File: config.mk
export PLATFORM = sky130hd
export DESIGN_NAME = dmem_stream_loader_flat
export DESIGN_NICKNAME = d
export VERILOG_FILES = /design/src/rtl/dmem_stream_loader_if.sv /design/src/rtl/dmem_stream_loader.sv /design/src/flat_wrapper.sv
export SDC_FILE = /design/constraint.sdc
export NUM_CORES = 1
export LEC_CHECK = 0
export BUFFER_PORTS_ARGS = -buffer_cell sky130_fd_sc_hd__buf_2
export CAP_MARGIN = 40
export CELL_PAD_IN_SITES_DETAIL_PLACEMENT = 1
export CELL_PAD_IN_SITES_GLOBAL_PLACEMENT = 1
export CORE_ASPECT_RATIO = 1.75
export CORE_UTILIZATION = 45
export CTS_CLUSTER_DIAMETER = 150
export DETAILED_ROUTE_END_ITERATION = 10
export GPL_TIMING_DRIVEN = 0
export PLACE_DENSITY = 0.85
export SETUP_SLACK_MARGIN = 0.3
export SLEW_MARGIN = 10
export SYNTH_ARGS = -nofsm -noshare
export SYNTH_HDL_FRONTEND = slang
export SYNTH_SLANG_ARGS = --single-unit
File: constraint.sdc
create_clock -name clk -period 4.45 [get_ports clk]
set_input_delay 0.445 -clock clk [delete_from_list [all_inputs] [get_ports clk]]
set_output_delay 0.445 -clock clk [all_outputs]
set_load 0.05 [all_outputs]
File: src/rtl/dmem_stream_loader_if.sv
// Stream + memory bus bundle for dmem_stream_loader.
// master: the loader (consumes the byte stream, drives the memory write port).
// slave:  the environment (byte source and data memory).
interface dmem_stream_loader_if #(
  parameter int ADDRESS_WIDTH = 32,
  parameter int DATA_WIDTH    = 32,
  parameter int BYTE_WIDTH    = 8
);
  logic                     in_valid;
  logic [BYTE_WIDTH-1:0]    in_data;
  logic                     in_ready;
  logic                     mem_we;
  logic                     mem_byte_op;
  logic [ADDRESS_WIDTH-1:0] mem_addr;
  logic [DATA_WIDTH-1:0]    mem_wdata;
  logic [DATA_WIDTH-1:0]    mem_rdata;

  modport master (
    input  in_valid, in_data, mem_rdata,
    output in_ready, mem_we, mem_byte_op, mem_addr, mem_wdata
  );

  modport slave (
    output in_valid, in_data, mem_rdata,
    input  in_ready, mem_we, mem_byte_op, mem_addr, mem_wdata
  );
endinterface

File: src/rtl/dmem_stream_loader.sv
// dmem_stream_loader: packs a byte stream into big-endian words and writes them
// into the data memory starting at BASE_ADDR; a 1-3 byte tail is written with
// single-byte accesses.
// Optional feature macro: READBACK_CHECK_EN -- after every word write the word
// is read back for one cycle and a mismatch sets the sticky error flag.
// The interface instance must use the same widths as this module's parameters.
module dmem_stream_loader #(
  parameter int                       ADDRESS_WIDTH = 32,
  parameter int                       DATA_WIDTH    = 32,
  parameter int                       BYTE_WIDTH    = 8,
  parameter logic [ADDRESS_WIDTH-1:0] BASE_ADDR     = 32'h10000,
  parameter logic [ADDRESS_WIDTH-1:0] MAX_BYTES     = 32'h10000
) (
  input  logic                     clk,
  input  logic                     rst,
  input  logic                     start,
  input  logic [ADDRESS_WIDTH-1:0] length,
  output logic                     busy,
  output logic                     done,
  output logic                     error,
  dmem_stream_loader_if.master     bus
);

  localparam int LANES = DATA_WIDTH / BYTE_WIDTH;
  localparam int LW    = $clog2(LANES + 1);

  if ((int'(BASE_ADDR) % LANES) != 0) begin : g_base_align_check
    $error("dmem_stream_loader: BASE_ADDR must be word aligned");
  end

  typedef enum logic [2:0] {
    IDLE,
    COLLECT,
    WR_WORD,
    WR_TAIL,
`ifdef READBACK_CHECK_EN
    VERIFY,
`endif
    DONE
  } state_t;

  state_t                   state;
  logic [ADDRESS_WIDTH-1:0] remaining;
  logic [ADDRESS_WIDTH-1:0] addr;
  logic [LW-1:0]            lane;
  logic [LW-1:0]            tail_idx;
  logic [LW-1:0]            tail_cnt;
  logic [DATA_WIDTH-1:0]    pack;
  logic [DATA_WIDTH-1:0]    pack_merged;
  logic [BYTE_WIDTH-1:0]    tail_byte;
  logic [ADDRESS_WIDTH-1:0] length_clamped;

  assign length_clamped = (length > MAX_BYTES) ? MAX_BYTES : length;

`ifndef READBACK_CHECK_EN
  logic unused_rdata;
  assign unused_rdata = ^bus.mem_rdata;
`endif

  // Pack register with the incoming byte dropped into the current lane (lane 0 = MSB)
  always_comb begin
    pack_merged = pack;
    for (int i = 0; i < LANES; i++) begin
      if (lane == LW'(i)) pack_merged[DATA_WIDTH-1-BYTE_WIDTH*i -: BYTE_WIDTH] = bus.in_data;
    end
  end

  // Selects the tail byte to be written next, in stream order
  always_comb begin
    tail_byte = '0;
    for (int i = 0; i < LANES; i++) begin
      if (tail_idx == LW'(i)) tail_byte = pack[DATA_WIDTH-1-BYTE_WIDTH*i -: BYTE_WIDTH];
    end
  end

  // Loader FSM; every output is registered and set on entry to the state that owns it
  always_ff @(posedge clk) begin
    if (rst) begin
      state           <= IDLE;
      remaining       <= '0;
      addr            <= '0;
      lane            <= '0;
      tail_idx        <= '0;
      tail_cnt        <= '0;
      pack            <= '0;
      bus.in_ready    <= 1'b0;
      bus.mem_we      <= 1'b0;
      bus.mem_byte_op <= 1'b0;
      bus.mem_addr    <= '0;
      bus.mem_wdata   <= '0;
      busy            <= 1'b0;
      done            <= 1'b0;
      error           <= 1'b0;
    end else begin
      case (state)
        IDLE: begin
          done <= 1'b0;
          if (start) begin
            remaining <= length_clamped;
            addr      <= BASE_ADDR;
            lane      <= '0;
            error     <= 1'b0;
            if (length_clamped == '0) begin
              state <= DONE;
              done  <= 1'b1;
              busy  <= 1'b0;
            end else begin
              state        <= COLLECT;
              busy         <= 1'b1;
              bus.in_ready <= 1'b1;
            end
          end
        end

        COLLECT: begin
          if (bus.in_valid && bus.in_ready) begin
            pack      <= pack_merged;
            remaining <= remaining - ADDRESS_WIDTH'(1);
            lane      <= lane + LW'(1);
            if (lane + LW'(1) == LW'(LANES)) begin
              state           <= WR_WORD;
              bus.in_ready    <= 1'b0;
              bus.mem_we      <= 1'b1;
              bus.mem_byte_op <= 1'b0;
              bus.mem_addr    <= addr;
              bus.mem_wdata   <= pack_merged;
            end else if (remaining == ADDRESS_WIDTH'(1)) begin
              state           <= WR_TAIL;
              bus.in_ready    <= 1'b0;
              bus.mem_we      <= 1'b1;
              bus.mem_byte_op <= 1'b1;
              bus.mem_addr    <= addr;
              bus.mem_wdata   <= DATA_WIDTH'(pack_merged[DATA_WIDTH-1 -: BYTE_WIDTH]);
              addr            <= addr + ADDRESS_WIDTH'(1);
              tail_idx        <= LW'(1);
              tail_cnt        <= lane + LW'(1);
            end
          end
        end

        WR_WORD: begin
          lane       <= '0;
          bus.mem_we <= 1'b0;
`ifdef READBACK_CHECK_EN
          state           <= VERIFY;
          bus.mem_byte_op <= 1'b0;
`else
          addr <= addr + ADDRESS_WIDTH'(LANES);
          if (remaining == '0) begin
            state <= DONE;
            done  <= 1'b1;
            busy  <= 1'b0;
          end else begin
            state        <= COLLECT;
            bus.in_ready <= 1'b1;
          end
`endif
        end

`ifdef READBACK_CHECK_EN
        VERIFY: begin
          if (bus.mem_rdata != pack) error <= 1'b1;
          addr <= addr + ADDRESS_WIDTH'(LANES);
          if (remaining == '0) begin
            state <= DONE;
            done  <= 1'b1;
            busy  <= 1'b0;
          end else begin
            state        <= COLLECT;
            bus.in_ready <= 1'b1;
          end
        end
`endif

        WR_TAIL: begin
          if (tail_idx == tail_cnt) begin
            state           <= DONE;
            bus.mem_we      <= 1'b0;
            bus.mem_byte_op <= 1'b0;
            done            <= 1'b1;
            busy            <= 1'b0;
          end else begin
            bus.mem_addr  <= addr;
            bus.mem_wdata <= DATA_WIDTH'(tail_byte);
            addr          <= addr + ADDRESS_WIDTH'(1);
            tail_idx      <= tail_idx + LW'(1);
          end
        end

        DONE: begin
          done  <= 1'b0;
          state <= IDLE;
        end

        default: begin
          state        <= IDLE;
          bus.in_ready <= 1'b0;
          bus.mem_we   <= 1'b0;
          busy         <= 1'b0;
          done         <= 1'b0;
        end
      endcase
    end
  end

endmodule

File: src/flat_wrapper.sv
// flat-port wrapper written by rule: the top's interface ports become plain ports
module dmem_stream_loader_flat 
#(
  parameter int                       ADDRESS_WIDTH = 32,
  parameter int                       DATA_WIDTH    = 32,
  parameter int                       BYTE_WIDTH    = 8,
  parameter logic [ADDRESS_WIDTH-1:0] BASE_ADDR     = 32'h10000,
  parameter logic [ADDRESS_WIDTH-1:0] MAX_BYTES     = 32'h10000
)
  (clk, rst, start, length, busy, done, error, bus_in_valid, bus_in_data, bus_mem_rdata, bus_in_ready, bus_mem_we, bus_mem_byte_op, bus_mem_addr, bus_mem_wdata);
  dmem_stream_loader_if #(.ADDRESS_WIDTH(ADDRESS_WIDTH), .DATA_WIDTH(DATA_WIDTH), .BYTE_WIDTH(BYTE_WIDTH)) bus_i ();
  input  logic clk;
  input  logic rst;
  input  logic start;
  input  logic [ADDRESS_WIDTH-1:0] length;
  output logic busy;
  output logic done;
  output logic error;
  input wire logic [$bits(bus_i.in_valid)-1:0] bus_in_valid;
  input wire logic [$bits(bus_i.in_data)-1:0] bus_in_data;
  input wire logic [$bits(bus_i.mem_rdata)-1:0] bus_mem_rdata;
  output wire logic [$bits(bus_i.in_ready)-1:0] bus_in_ready;
  output wire logic [$bits(bus_i.mem_we)-1:0] bus_mem_we;
  output wire logic [$bits(bus_i.mem_byte_op)-1:0] bus_mem_byte_op;
  output wire logic [$bits(bus_i.mem_addr)-1:0] bus_mem_addr;
  output wire logic [$bits(bus_i.mem_wdata)-1:0] bus_mem_wdata;
  assign bus_i.in_valid = bus_in_valid;
  assign bus_i.in_data = bus_in_data;
  assign bus_i.mem_rdata = bus_mem_rdata;
  assign bus_in_ready = bus_i.in_ready;
  assign bus_mem_we = bus_i.mem_we;
  assign bus_mem_byte_op = bus_i.mem_byte_op;
  assign bus_mem_addr = bus_i.mem_addr;
  assign bus_mem_wdata = bus_i.mem_wdata;
  dmem_stream_loader #(.ADDRESS_WIDTH(ADDRESS_WIDTH), .DATA_WIDTH(DATA_WIDTH), .BYTE_WIDTH(BYTE_WIDTH), .BASE_ADDR(BASE_ADDR), .MAX_BYTES(MAX_BYTES)) u_core (.clk(clk), .rst(rst), .start(start), .length(length), .busy(busy), .done(done), .error(error), .bus(bus_i));
endmodule
==> impl_metrics.tcl <==
set metrics [dict create \
    grt_max_degree 17 \
    die_y_microns 188 \
    htree_levels 4 \
    skew_ns 0.0102 \
    holdWs_ns 0.252 \
    min_period_ns 3.72 \
    met1_length_mm 12.8 \
    synth.cell_area_sq_um 8920 \
    fmax_ghz 0.269 \
    setup_viol 0 \
    drt_wl_total_mm 33.7 \
    yosysUniqueCellTypes 73 \
    slowest_stage "o21ai_1" \
    yosysTopAreaCell "dfxtp_1" \
    cts-hold-fix-buffers 0 \
    vias_per_cell 6.24 \
    layout_common_cells "dfxtp_1, a21oi_1, nand2_1" \
    async_flop_share_pct 0 \
    ys_seq_area_share_pct 39.7 \
    dr.pass1.iters 4 \
    core-area_sq_um 19300 \
    fin_crit_sh_pct 83.5 \
    start_util_pct 46.3 \
    tightest_slew_ns 0.899 \
    clkTransAtPathRegs_ns 0.07 \
    startpoint_type "flip-flop" \
    place.gp.congestion 0.919 \
    synth_nets 1225 \
    grt_pass1_vias 9788 \
    syn_inst 1133 \
    slew_viol_final 0 \
    ant_nets 0 \
    finalHoldViolCount 0 \
    pin_count 146 \
    layout-drive-gt1-share_pct 13.8 \
    min_path_type "in -> reg" \
    whs_path_depth 3 \
    via_count 9484 \
    post_cts_resized 0 \
    clockRootBuffer "clkbuf_16" \
    globalRoute.totalOverflow 0 \
    slew_headroom_pct 39.8 \
    leakagePower_nw 3.67 \
    highest_layer "met4" \
    path_cells "ha_1, ha_1, nand2b_1, clkbuf_1, o21ai_0, o21ai_1, clkbuf_1, clkbuf_1, nand2_1, a21oi_1" \
    drtIter0Drc 484 \
    grt_pass1_wl_mm 52.9 \
    drc 0 \
    rsz0062_at_grt "no" \
    worst_r2r_endpoint "u_core.bus.mem_wdata[11]" \
    final_util_pct 53.9 \
    ys_warn_count 0 \
    status "complete, no violations" \
    r2r_start "u_core.lane[1]" \
    worst_slack_ns 0.733 \
    max_stage_delay_ns 0.63 \
    die_w_microns 108 \
    worst_ep_arrival_time_ns 4.09 \
    clkLatencyLatePin_ns 0.45 \
    ys_ff_latch 177 \
    die_area_sq_um 20400 \
    routed-wl-met2_mm 17.0 \
    dpl_worst_slack_ns 0.800 \
    cts-buffers-inserted 17 \
    final_common_cell "dfxtp_1" \
    rows 67 \
    tns_ns 0 \
    cts_tree "done" \
    dpl.hpwl_mm 24.7 \
    cts.sinks 177 \
    synth_top_area_share_pct 39.7 \
    area_delta_synth_final_pct 16.6 \
    ff2ff_path_depth 10 \
    critical_path_peak_fanout 10 \
    path_class "reg -> reg" \
    end_kind "flip-flop" \
    max-vdd-ir-drop_mv 0.302 \
    yosys-top-cells-area "dfxtp_1, a21oi_1, nand2_1, a211oi_1, nor2_1" \
    antenna_found_initial 0 \
    reg2reg_setup_slack_ns 0.73 \
    drv_cap 0 \
    whs_endpoint "u_core.remaining[11]" \
    cts.path.max_buffers 2 \
    crit_required_ns 4.82 \
    crit_top_cell "clkbuf_1" \
    avgSynthCellArea_sq_um 7.87 \
    grt_use_total_pct 34.0 \
    ys.flop_type "dfxtp_1" \
    avgRoutedWirePerCell_microns 22.2 \
    cts_setup_buffers 0 \
    nets 1358 \
    port_buffers 112 \
    power_density_nw_per_um2 399 \
    wl_met3_mm 1.48 \
    hp-start "length[11]" \
    antenna_cells 0 \
    synth_enable_flop_cells 0 \
]
==> critical path, delay by kind of cell (launching register included) <==
kind                       cells  cell delay (ns)
buffers and inverters          3             1.49
AOI/OAI and AO/OA              3             1.02
and+or+nand+nor                2             0.24
adders and majority gates      2             0.54
DFF                            1             0.36
==> worst max path at each step <==
stage / slack [ns] / startpoint / endpoint
after floorplan: 1.89 / u_core.lane[0] / u_core.addr[28]
after global placement: 0.91 / u_core.lane[1] / u_core.bus.mem_wdata[27]
after detailed placement: 0.80 / u_core.lane[1] / u_core.bus.mem_wdata[19]
after CTS: 0.78 / u_core.lane[1] / u_core.bus.mem_wdata[19]
after global routing: 0.53 / u_core.lane[0] / u_core.bus.mem_wdata[11]
final: 0.73 / u_core.lane[1] / u_core.bus.mem_wdata[11]
==> where the power goes <==
group	internal [mW]	switching (mW)	total [mW]
registers	1.64	0.0610	1.70
clock network	0.898	0.680	1.58
logic	0.240	0.640	0.880
total	2.77	1.38	4.15
==> cell type report <==
| cell class | instances | area, sq um |
|---|---|---|
| Fill cell | 2490 | 8880 |
| Tap cell | 241 | 302 |
| Clock buffer | 19 | 443 |
| Clock inverter | 12 | 159 |
| Sequential cell | 177 | 3540 |
| Buffer | 84 | 342 |
| Timing Repair Buffer | 114 | 579 |
| Inverter | 16 | 60.1 |
| Multi-Input combinational cell | 856 | 4970 |
==> metrics by stage <==
step / power (mW) / instance area [sq um] / instances
global route: 4.30 / 10400 / 1519
finish: 4.15 / 10400 / 1519
global placement: 2.56 / 9780 / 1486
CTS: 4.15 / 10400 / 1519
detailed placement: 2.59 / 9800 / 1488
floorplan: 2.29 / 8920 / 1133
==> sequential cells by signal (all words and copies together) (netlist names) <==
name	count
u_core.busy	1
u_core.state	3
u_core.bus.in_ready	1
u_core.done	1
u_core.tail_cnt	3
u_core.remaining	32
u_core.bus.mem_wdata	32
u_core.addr	32
u_core.bus.mem_byte_op	1
u_core.lane	3
u_core.pack	32
u_core.tail_idx	3
u_core.bus.mem_we	1
u_core.bus.mem_addr	32
==> metal layers <==
metal,vias to the layer above,GRT usage (%)
met5,-,0
met4,0,24.0
met3,131,6.02
met2,320,59.1
met1,4622,36.4
li1,4411,-
==> cell usage after synthesis, types with 16 or more instances <==
library cell  number
a311oi_1          18
mux2i_1           28
a211oi_1          43
dfxtp_1          177
nand3_1           33
nor4_1            16
clkbuf_1          63
nor3_1            38
or3_1             29
a31oi_1           21
nand2_1          160
nor2_1            83
ha_1              16
a21oi_1          164
o21ai_0           47
==> kinds of logic after synthesis <==
logic type | share of synthesized area, %
fa+ha+maj | 2.24
simple gates | 25.0
other cells | 0.0420
xor+xnor | 0.687
buf+inv | 4.50
flops | 39.7
compound gates | 24.5
mux | 3.27
No activity file was read; power rests on OpenSTA's default activity.
